File: src/rtl/instr_issue_queue_if.sv
// Decode-push / back-end-issue bundle for instr_issue_queue.
// slave is the queue's view, master is the decode + ROB/RS environment.
interface instr_issue_queue_if;
  logic        push;
  logic [3:0]  push_op;
  logic [4:0]  push_rd;
  logic [4:0]  push_rs1;
  logic [4:0]  push_rs2;
  logic [31:0] push_imm;
  logic [31:0] push_pc;
  logic        iq_full;
  logic        rob_full;
  logic        rs_full;
  logic [2:0]  rob_curr_ptr;
  logic        ld_pc;
  logic        rob_load;
  logic [3:0]  instr_type;
  logic [4:0]  rd;
  logic [4:0]  st_src;
  logic        rs_load;
  logic [4:0]  rs1_o;
  logic [4:0]  rs2_o;
  logic [31:0] imm_o;
  logic [31:0] pc_o;
  logic [2:0]  rob_tag;

  modport slave (
    input  push, push_op, push_rd, push_rs1, push_rs2, push_imm, push_pc,
    input  rob_full, rs_full, rob_curr_ptr, ld_pc,
    output iq_full, rob_load, instr_type, rd, st_src, rs_load,
    output rs1_o, rs2_o, imm_o, pc_o, rob_tag
  );

  modport master (
    output push, push_op, push_rd, push_rs1, push_rs2, push_imm, push_pc,
    output rob_full, rs_full, rob_curr_ptr, ld_pc,
    input  iq_full, rob_load, instr_type, rd, st_src, rs_load,
    input  rs1_o, rs2_o, imm_o, pc_o, rob_tag
  );
endinterface

File: src/rtl/instr_issue_queue.sv
// In-order instruction issue queue between decode and the Tomasulo back end.
// Optional feature: define IQ_BYPASS_EN to issue a push straight through when the queue is empty.
module instr_issue_queue #(
  parameter int         DEPTH     = 8,
  parameter logic [3:0] OP_BRANCH = 4'b0110
) (
  input logic               clk,
  input logic               rst,
  instr_issue_queue_if.slave iq
);

  localparam int PW = $clog2(DEPTH);
  localparam int CW = PW + 1;

  typedef struct packed {
    logic [3:0]  op;
    logic [4:0]  rd;
    logic [4:0]  rs1;
    logic [4:0]  rs2;
    logic [31:0] imm;
    logic [31:0] pc;
  } entry_t;

  entry_t          mem_q [DEPTH];
  entry_t          mem_d [DEPTH];
  logic [PW-1:0]   head_q, head_d;
  logic [PW-1:0]   tail_q, tail_d;
  logic [CW-1:0]   count_q, count_d;

  logic   empty;
  logic   full;
  logic   push_ok;
  logic   issue_ok;
  logic   bypass;
  logic   fire;
  logic   wr_en;
  logic   is_store;
  logic   is_branch;
  entry_t push_entry;
  entry_t issue_e;

  assign empty    = (count_q == '0);
  assign full     = (count_q == CW'(DEPTH));
  assign push_ok  = iq.push & ~full & ~iq.ld_pc;
  assign issue_ok = ~empty & ~iq.rob_full & ~iq.rs_full & ~iq.ld_pc;

`ifdef IQ_BYPASS_EN
  assign bypass = empty & iq.push & ~iq.rob_full & ~iq.rs_full & ~iq.ld_pc;
`else
  assign bypass = 1'b0;
`endif

  // A bypassed push goes straight to the back end and never occupies a slot.
  assign fire  = issue_ok | bypass;
  assign wr_en = push_ok & ~bypass;

  always_comb begin
    push_entry.op  = iq.push_op;
    push_entry.rd  = iq.push_rd;
    push_entry.rs1 = iq.push_rs1;
    push_entry.rs2 = iq.push_rs2;
    push_entry.imm = iq.push_imm;
    push_entry.pc  = iq.push_pc;
  end

  always_comb begin
    mem_d   = mem_q;
    head_d  = head_q;
    tail_d  = tail_q;
    count_d = count_q;
    if (iq.ld_pc) begin
      head_d  = '0;
      tail_d  = '0;
      count_d = '0;
    end else begin
      if (wr_en) begin
        mem_d[tail_q] = push_entry;
        tail_d        = tail_q + PW'(1);
      end
      if (issue_ok) begin
        head_d = head_q + PW'(1);
      end
      count_d = count_q + CW'(wr_en) - CW'(issue_ok);
    end
  end

  always_ff @(posedge clk or posedge rst) begin
    if (rst) begin
      head_q  <= '0;
      tail_q  <= '0;
      count_q <= '0;
      for (int i = 0; i < DEPTH; i++) begin
        mem_q[i] <= '0;
      end
    end else begin
      head_q  <= head_d;
      tail_q  <= tail_d;
      count_q <= count_d;
      mem_q   <= mem_d;
    end
  end

  // Head is presented whenever the queue holds something, even while stalled.
  always_comb begin
    issue_e = '0;
    if (bypass) begin
      issue_e = push_entry;
    end else if (!empty) begin
      issue_e = mem_q[head_q];
    end
  end

  assign is_store  = issue_e.op[3];
  assign is_branch = (issue_e.op == OP_BRANCH);

  assign iq.iq_full    = full;
  assign iq.rob_load   = fire;
  assign iq.rs_load    = fire;
  assign iq.instr_type = issue_e.op;
  assign iq.rd         = (is_store | is_branch) ? 5'd0 : issue_e.rd;
  assign iq.st_src     = is_store ? issue_e.rs2 : 5'd0;
  assign iq.rs1_o      = issue_e.rs1;
  assign iq.rs2_o      = issue_e.rs2;
  assign iq.imm_o      = issue_e.imm;
  assign iq.pc_o       = issue_e.pc;
  assign iq.rob_tag    = fire ? iq.rob_curr_ptr : 3'd0;

endmodule

File: src/flat_wrapper.sv
// flat-port wrapper written by rule: the top's interface ports become plain ports
module instr_issue_queue_flat 
#(
  parameter int         DEPTH     = 8,
  parameter logic [3:0] OP_BRANCH = 4'b0110
)
  (clk, rst, iq_push, iq_push_op, iq_push_rd, iq_push_rs1, iq_push_rs2, iq_push_imm, iq_push_pc, iq_rob_full, iq_rs_full, iq_rob_curr_ptr, iq_ld_pc, iq_iq_full, iq_rob_load, iq_instr_type, iq_rd, iq_st_src, iq_rs_load, iq_rs1_o, iq_rs2_o, iq_imm_o, iq_pc_o, iq_rob_tag);
  instr_issue_queue_if iq_i ();
  input logic clk;
  input logic rst;
  input wire logic [$bits(iq_i.push)-1:0] iq_push;
  input wire logic [$bits(iq_i.push_op)-1:0] iq_push_op;
  input wire logic [$bits(iq_i.push_rd)-1:0] iq_push_rd;
  input wire logic [$bits(iq_i.push_rs1)-1:0] iq_push_rs1;
  input wire logic [$bits(iq_i.push_rs2)-1:0] iq_push_rs2;
  input wire logic [$bits(iq_i.push_imm)-1:0] iq_push_imm;
  input wire logic [$bits(iq_i.push_pc)-1:0] iq_push_pc;
  input wire logic [$bits(iq_i.rob_full)-1:0] iq_rob_full;
  input wire logic [$bits(iq_i.rs_full)-1:0] iq_rs_full;
  input wire logic [$bits(iq_i.rob_curr_ptr)-1:0] iq_rob_curr_ptr;
  input wire logic [$bits(iq_i.ld_pc)-1:0] iq_ld_pc;
  output wire logic [$bits(iq_i.iq_full)-1:0] iq_iq_full;
  output wire logic [$bits(iq_i.rob_load)-1:0] iq_rob_load;
  output wire logic [$bits(iq_i.instr_type)-1:0] iq_instr_type;
  output wire logic [$bits(iq_i.rd)-1:0] iq_rd;
  output wire logic [$bits(iq_i.st_src)-1:0] iq_st_src;
  output wire logic [$bits(iq_i.rs_load)-1:0] iq_rs_load;
  output wire logic [$bits(iq_i.rs1_o)-1:0] iq_rs1_o;
  output wire logic [$bits(iq_i.rs2_o)-1:0] iq_rs2_o;
  output wire logic [$bits(iq_i.imm_o)-1:0] iq_imm_o;
  output wire logic [$bits(iq_i.pc_o)-1:0] iq_pc_o;
  output wire logic [$bits(iq_i.rob_tag)-1:0] iq_rob_tag;
  assign iq_i.push = iq_push;
  assign iq_i.push_op = iq_push_op;
  assign iq_i.push_rd = iq_push_rd;
  assign iq_i.push_rs1 = iq_push_rs1;
  assign iq_i.push_rs2 = iq_push_rs2;
  assign iq_i.push_imm = iq_push_imm;
  assign iq_i.push_pc = iq_push_pc;
  assign iq_i.rob_full = iq_rob_full;
  assign iq_i.rs_full = iq_rs_full;
  assign iq_i.rob_curr_ptr = iq_rob_curr_ptr;
  assign iq_i.ld_pc = iq_ld_pc;
  assign iq_iq_full = iq_i.iq_full;
  assign iq_rob_load = iq_i.rob_load;
  assign iq_instr_type = iq_i.instr_type;
  assign iq_rd = iq_i.rd;
  assign iq_st_src = iq_i.st_src;
  assign iq_rs_load = iq_i.rs_load;
  assign iq_rs1_o = iq_i.rs1_o;
  assign iq_rs2_o = iq_i.rs2_o;
  assign iq_imm_o = iq_i.imm_o;
  assign iq_pc_o = iq_i.pc_o;
  assign iq_rob_tag = iq_i.rob_tag;
  instr_issue_queue #(.DEPTH(DEPTH), .OP_BRANCH(OP_BRANCH)) u_core (.clk(clk), .rst(rst), .iq(iq_i));
endmodule
File: config.mk
export PLATFORM = sky130hd
export DESIGN_NAME = instr_issue_queue_flat
export DESIGN_NICKNAME = d
export VERILOG_FILES = /design/src/rtl/instr_issue_queue_if.sv /design/src/rtl/instr_issue_queue.sv /design/src/flat_wrapper.sv
export SDC_FILE = /design/constraint.sdc
export NUM_CORES = 1
export LEC_CHECK = 0
export ABC_AREA = 1
export CORE_MARGIN = 5
export CORE_UTILIZATION = 35
export CTS_CLUSTER_DIAMETER = 120
export DETAILED_ROUTE_END_ITERATION = 12
export GPL_ROUTABILITY_DRIVEN = 0
export SYNTH_ARGS = -nofsm -noshare
export SYNTH_HDL_FRONTEND = slang
export SYNTH_SLANG_ARGS = --single-unit
File: constraint.sdc
create_clock -name clk -period 36.9 [get_ports clk]
set_input_delay 7.38 -clock clk [delete_from_list [all_inputs] [get_ports clk]]
set_output_delay 7.38 -clock clk [all_outputs]
set_load 0.01 [all_outputs]
### Word-level counts from Yosys, hierarchy flattened

Index checks and enable logic that the tools add are counted.

* register bits: 674
* bits of input ports: 92
* output and inout bits: 94
* logic and storage cells: 93

* $add $sub $neg: 4
* order comparisons: 3
* equality and inequality tests: 2
* multiplexer cells: 15
* bitwise gates (word level): 13
* reductions and logical operators: 5

Operator list (count)
* 664-bit bitwise mux: 1
* 83-bit 2-to-1 mux: 4
* 83-bit binary-select mux with 3-bit select: 1
* 83-bit demux with 3-bit select: 1
* 3-bit 2-to-1 mux: 5
* 5-bit 2-to-1 mux: 2
* 4-bit greater-or-equal comparator (second input constant): 2
* 3-bit inverter with 4-bit output: 2
* 3-bit by 1-bit adder with 3-bit output (second input constant): 2
* 1-bit AND: 5
* 1-bit inverter: 5
* 4-bit by 1-bit adder with 4-bit output: 1
* 4-bit by 3-bit == test with 1-bit output (second input constant): 1
* 4-bit == test (second input constant): 1
* 4-bit logical NOT: 1
* 4-bit by 1-bit < comparator with 1-bit output (second input constant): 1
* 4-bit 2-to-1 mux: 1
* 2-bit nonzero test: 2
* 4-bit by 1-bit subtractor with 4-bit output: 1
* 2-bit AND reduction: 1
* 1-bit logical AND: 1
* 1-bit bitwise OR: 1

### Logic depth before layout (Yosys ltp)

* word-level depth: 8
* gate-level depth with buffers: 13
* mapped depth without buffers: 12

### Worst setup path after synthesis

No wires, ideal clock.

* path kind: in2out
* start point: input iq_rob_full
* end point: output iq_rob_tag[0]
* arrival time: 8.195 ns
* required time: 29.520 ns
* setup slack: 21.325 ns
* stages on the path: 5
* buffers on the path: 0
* cells stage by stage: nor2_1 nand2_1 nor2_1 inv_1 nor2_1

* longest elaborated chain between the ends: 5

Ends and longest elaborated chain
* start, declared: line flat_wrapper.sv:18 `input wire logic [$bits(iq_i.rob_full)-1:0] iq_rob_full;`
* 1-bit inverter: line instr_issue_queue.sv:45 `assign issue_ok = ~empty & ~iq.rob_full & ~iq.rs_full & ~iq.ld_pc;`
* 1-bit AND (3 in series): line instr_issue_queue.sv:45
* via iq_rob_load: line flat_wrapper.sv:23 `output wire logic [$bits(iq_i.rob_load)-1:0] iq_rob_load;`
* 3-bit 2-to-1 mux: line instr_issue_queue.sv:126 `assign iq.rob_tag = fire ? iq.rob_curr_ptr : 3'd0;`
* end, declared: line flat_wrapper.sv:32 `output wire logic [$bits(iq_i.rob_tag)-1:0] iq_rob_tag;`

The timed path passes the listed nets, and every way through them passes these cells.

### Worst setup path after layout

* start point: input iq_rob_full
* end point: output iq_rob_tag[1]

* longest elaborated chain between the ends: 5

Ends and longest elaborated chain (line)
* 1-bit inverter: instr_issue_queue.sv:45
* 1-bit AND (3 in series): instr_issue_queue.sv:45
* 3-bit 2-to-1 mux: instr_issue_queue.sv:126

No other way between the ends.

==> metrics <==
status=finished clean; Syn. warnings=0; Critical Path Slowest Stage Cell=clkdlybuf4s50_1; layout cells sized above 1=under 10%; Final Non-Filler Cells=approximately 4,800; Post-Syn Area=approximately 30,000 um2; Die X=305 um; DIE AREA=roughly 93,000 um2; drt first-iter violations=between 2,000 and 2,500; share of flip-flops with an asynchronous set or reset=100%; unique cell type count in the Yosys netlist=29; Hold WC Path Type=flop to flop; antenna-violating nets left=0; CP startpoint kind=primary input; DR vias/cell=slightly above 5; RSZ-0062 raised after global routing=false; total power=approximately 2.5 mW; CTS clk-pin slew, worst paths=roughly 0.06 ns; final wirelength=between 80,000 and 90,000 um; cells after synthesis=~3,500; Syn Nets=3,647; post-synthesis sequential area ratio=55.3%; number of port buffers=roughly 190; setup violators final=0; detailed placement HPWL=between 40,000 and 50,000 um; most common cell after layout, fill and taps aside=o21ai_0; PwrDens=~72 nW/um2; vias in the first global route=between 20,000 and 25,000; CP max stage delay=approximately 0.55 ns; global route overflow=0; Fin. Hold Viols=0; Row Count=between 100 and 150; Resized Gates After CTS=0; Synth Area per Inst=about 8.6 um2; CTS buffer count=77; total of max-cap violations=0; FF+latch count, synth=between 600 and 700; hold_sp=u_core.mem_q[575]$_DFFE_PP0P_; CP most frequent cell=nor2_1; critical path class=primary input to output port; clk_skew=0.0178 ns; TNS Setup=0 ns; reg2reg start=u_core.count_q[2]$_DFF_PP0_; CP Launch Point=iq_rob_full; first-pass GRT wire length=135,000 um; initial antenna violation count=0; starting density of the core=between 30% and 40%; period utilization=a little under half; Core Area=~87,000 um2; H-tree levels=3; DR DRC count=0; Worst VDD drop=just over 40 uV; Final #Nets=3,664; antenna diode count=0; Post-synth top flop=dfrtp_1; first-pass iteration count of the detailed router=5; CP endpoint kind=output port; crit path time final=between 15 and 20 ns; worst rel slew slack=a little over a quarter; Leakage=between 15 and 20 nW; Arr. time, crit path=9.58 ns; pin count of the biggest net entering global routing=about 180; hold slack=0.477 ns; Final Instance Area=around 35,000 um2; Die Height=305 um; CTS Root Cell=clkbuf_16; Layout area overhead=14.8%; drt wl/cell=17.5 um; Worst Tran Pin Value=1.10 ns; DP Cell Count=4,639; clock sinks=674; Cell Area, Placed=32,300 um2; Tot GR Track Use=approximately 18%; CP Max Fanout=6; via count=about 24,000; most frequent cells in the layout=926 x o21ai_0, 708 x nand2_1, 672 x dfrtp_1; hold-fix buffers at CTS=0; post-CTS setup buffers=0; Post-synth EDFFs=0; boundary pin count=186; Clk Latency, worst-skew pair=0.61 ns; CP cell instances=clkdlybuf4s50_1, nor2_1, nand2_1, nor2_1, inv_1, nor2_1, clkdlybuf4s50_1; Critical Path RT=a little under 30 ns; worst-case clock buffer depth=3; CTS tree=done; Max Slew Vio Count=0; Achievable Freq=~59 MHz
==> power breakdown <==
part           switching [mW]  internal, mW  leakage [nW]
clock network           0.307         0.497          1.33
logic                   0.416         0.290          5.40
registers              0.0941         0.921          9.01
total                   0.817          1.71          15.7
==> registers in the layout, indices dropped and copies added, names as in the netlist <==
name            cells
u_core.count_q      4
u_core.head_q       3
u_core.mem_q      664
u_core.tail_q       3
==> path summary, 6_finish.rpt <==
kind	cells past startpoint	end	slack, ns
setup / recovery	7	iq_rob_tag[1]	19.94
min in group asynchronous	2	u_core.mem_q[451]$_DFFE_PP0P_	7.35
hold / removal	2	u_core.mem_q[575]$_DFFE_PP0P_	0.48
hold reg to reg	2	u_core.mem_q[575]$_DFFE_PP0P_	0.48
max in group asynchronous	6	u_core.mem_q[254]$_DFFE_PP0P_	25.67
setup reg to reg	10	u_core.mem_q[549]$_DFFE_PP0P_	33.52
==> synthesized netlist by cell type, types with 2 or more instances <==
master / number / area [um2]
inv_1: 116 / 435
nand4_4: 7 / 149
a31oi_1: 69 / 432
o21ai_1: 133 / 666
buf_1: 3 / 11.3
nor2_1: 486 / 1820
clkbuf_1: 103 / 387
ha_1: 8 / 100
a21oi_1: 4 / 20.0
o21ai_0: 926 / 4630
inv_2: 6 / 22.5
o211ai_1: 14 / 105
o221ai_1: 9 / 78.8
buf_4: 51 / 383
nand3_1: 18 / 90.1
o22ai_1: 77 / 482
buf_6: 69 / 777
dfrtp_1: 674 / 16900
buf_2: 55 / 275
nand2_1: 708 / 2660
nand3_2: 2 / 20.0
==> stage by stage <==
step	setup slack, ns	util (%)
after floorplan	10.63	-
after global placement	19.78	37.3
after detailed placement	19.81	37.3
after CTS	19.80	40.4
after global routing	19.73	40.4
final	19.94	40.4
==> worst max-delay path, delay by kind of cell <==
kind	cells	cell delay, ns
buffers and inverters	3	1.09
and+or+nand+nor	4	1.12
==> logic make-up (layout without fill, tap and decap cells) <==
| family | Yosys count | in the layout | synth area share (%) |
|---|---|---|---|
| flops | 674 | 674 | 55.3 |
| xor+xnor | 2 | 2 | 0.0575 |
| buf+inv | 405 | 484 | 7.55 |
| fa+ha+maj | 9 | 9 | 0.394 |
| compound gates | 1232 | 1232 | 21.0 |
| simple gates | 1224 | 1224 | 15.6 |
==> layout make-up <==
class | instances | area [um2]
Clock buffer | 120 | 2360
Clock inverter | 21 | 343
Fill cell | 8752 | 51600
Inverter | 124 | 495
Multi-Input combinational cell | 2467 | 11300
Sequential cell | 674 | 16900
Tap cell | 1155 | 1450
Timing Repair Buffer | 219 | 2130
==> metal layers <==
layer	track usage [%]	vias up	part of all wire, %
met1	24.5	11875	47
met2	29.5	529	47
met4	4.03	0	1.9
li1	-	11880	-
met5	0	-	0
met3	2.62	107	4.9
Power figures use the tool's default switching activity.
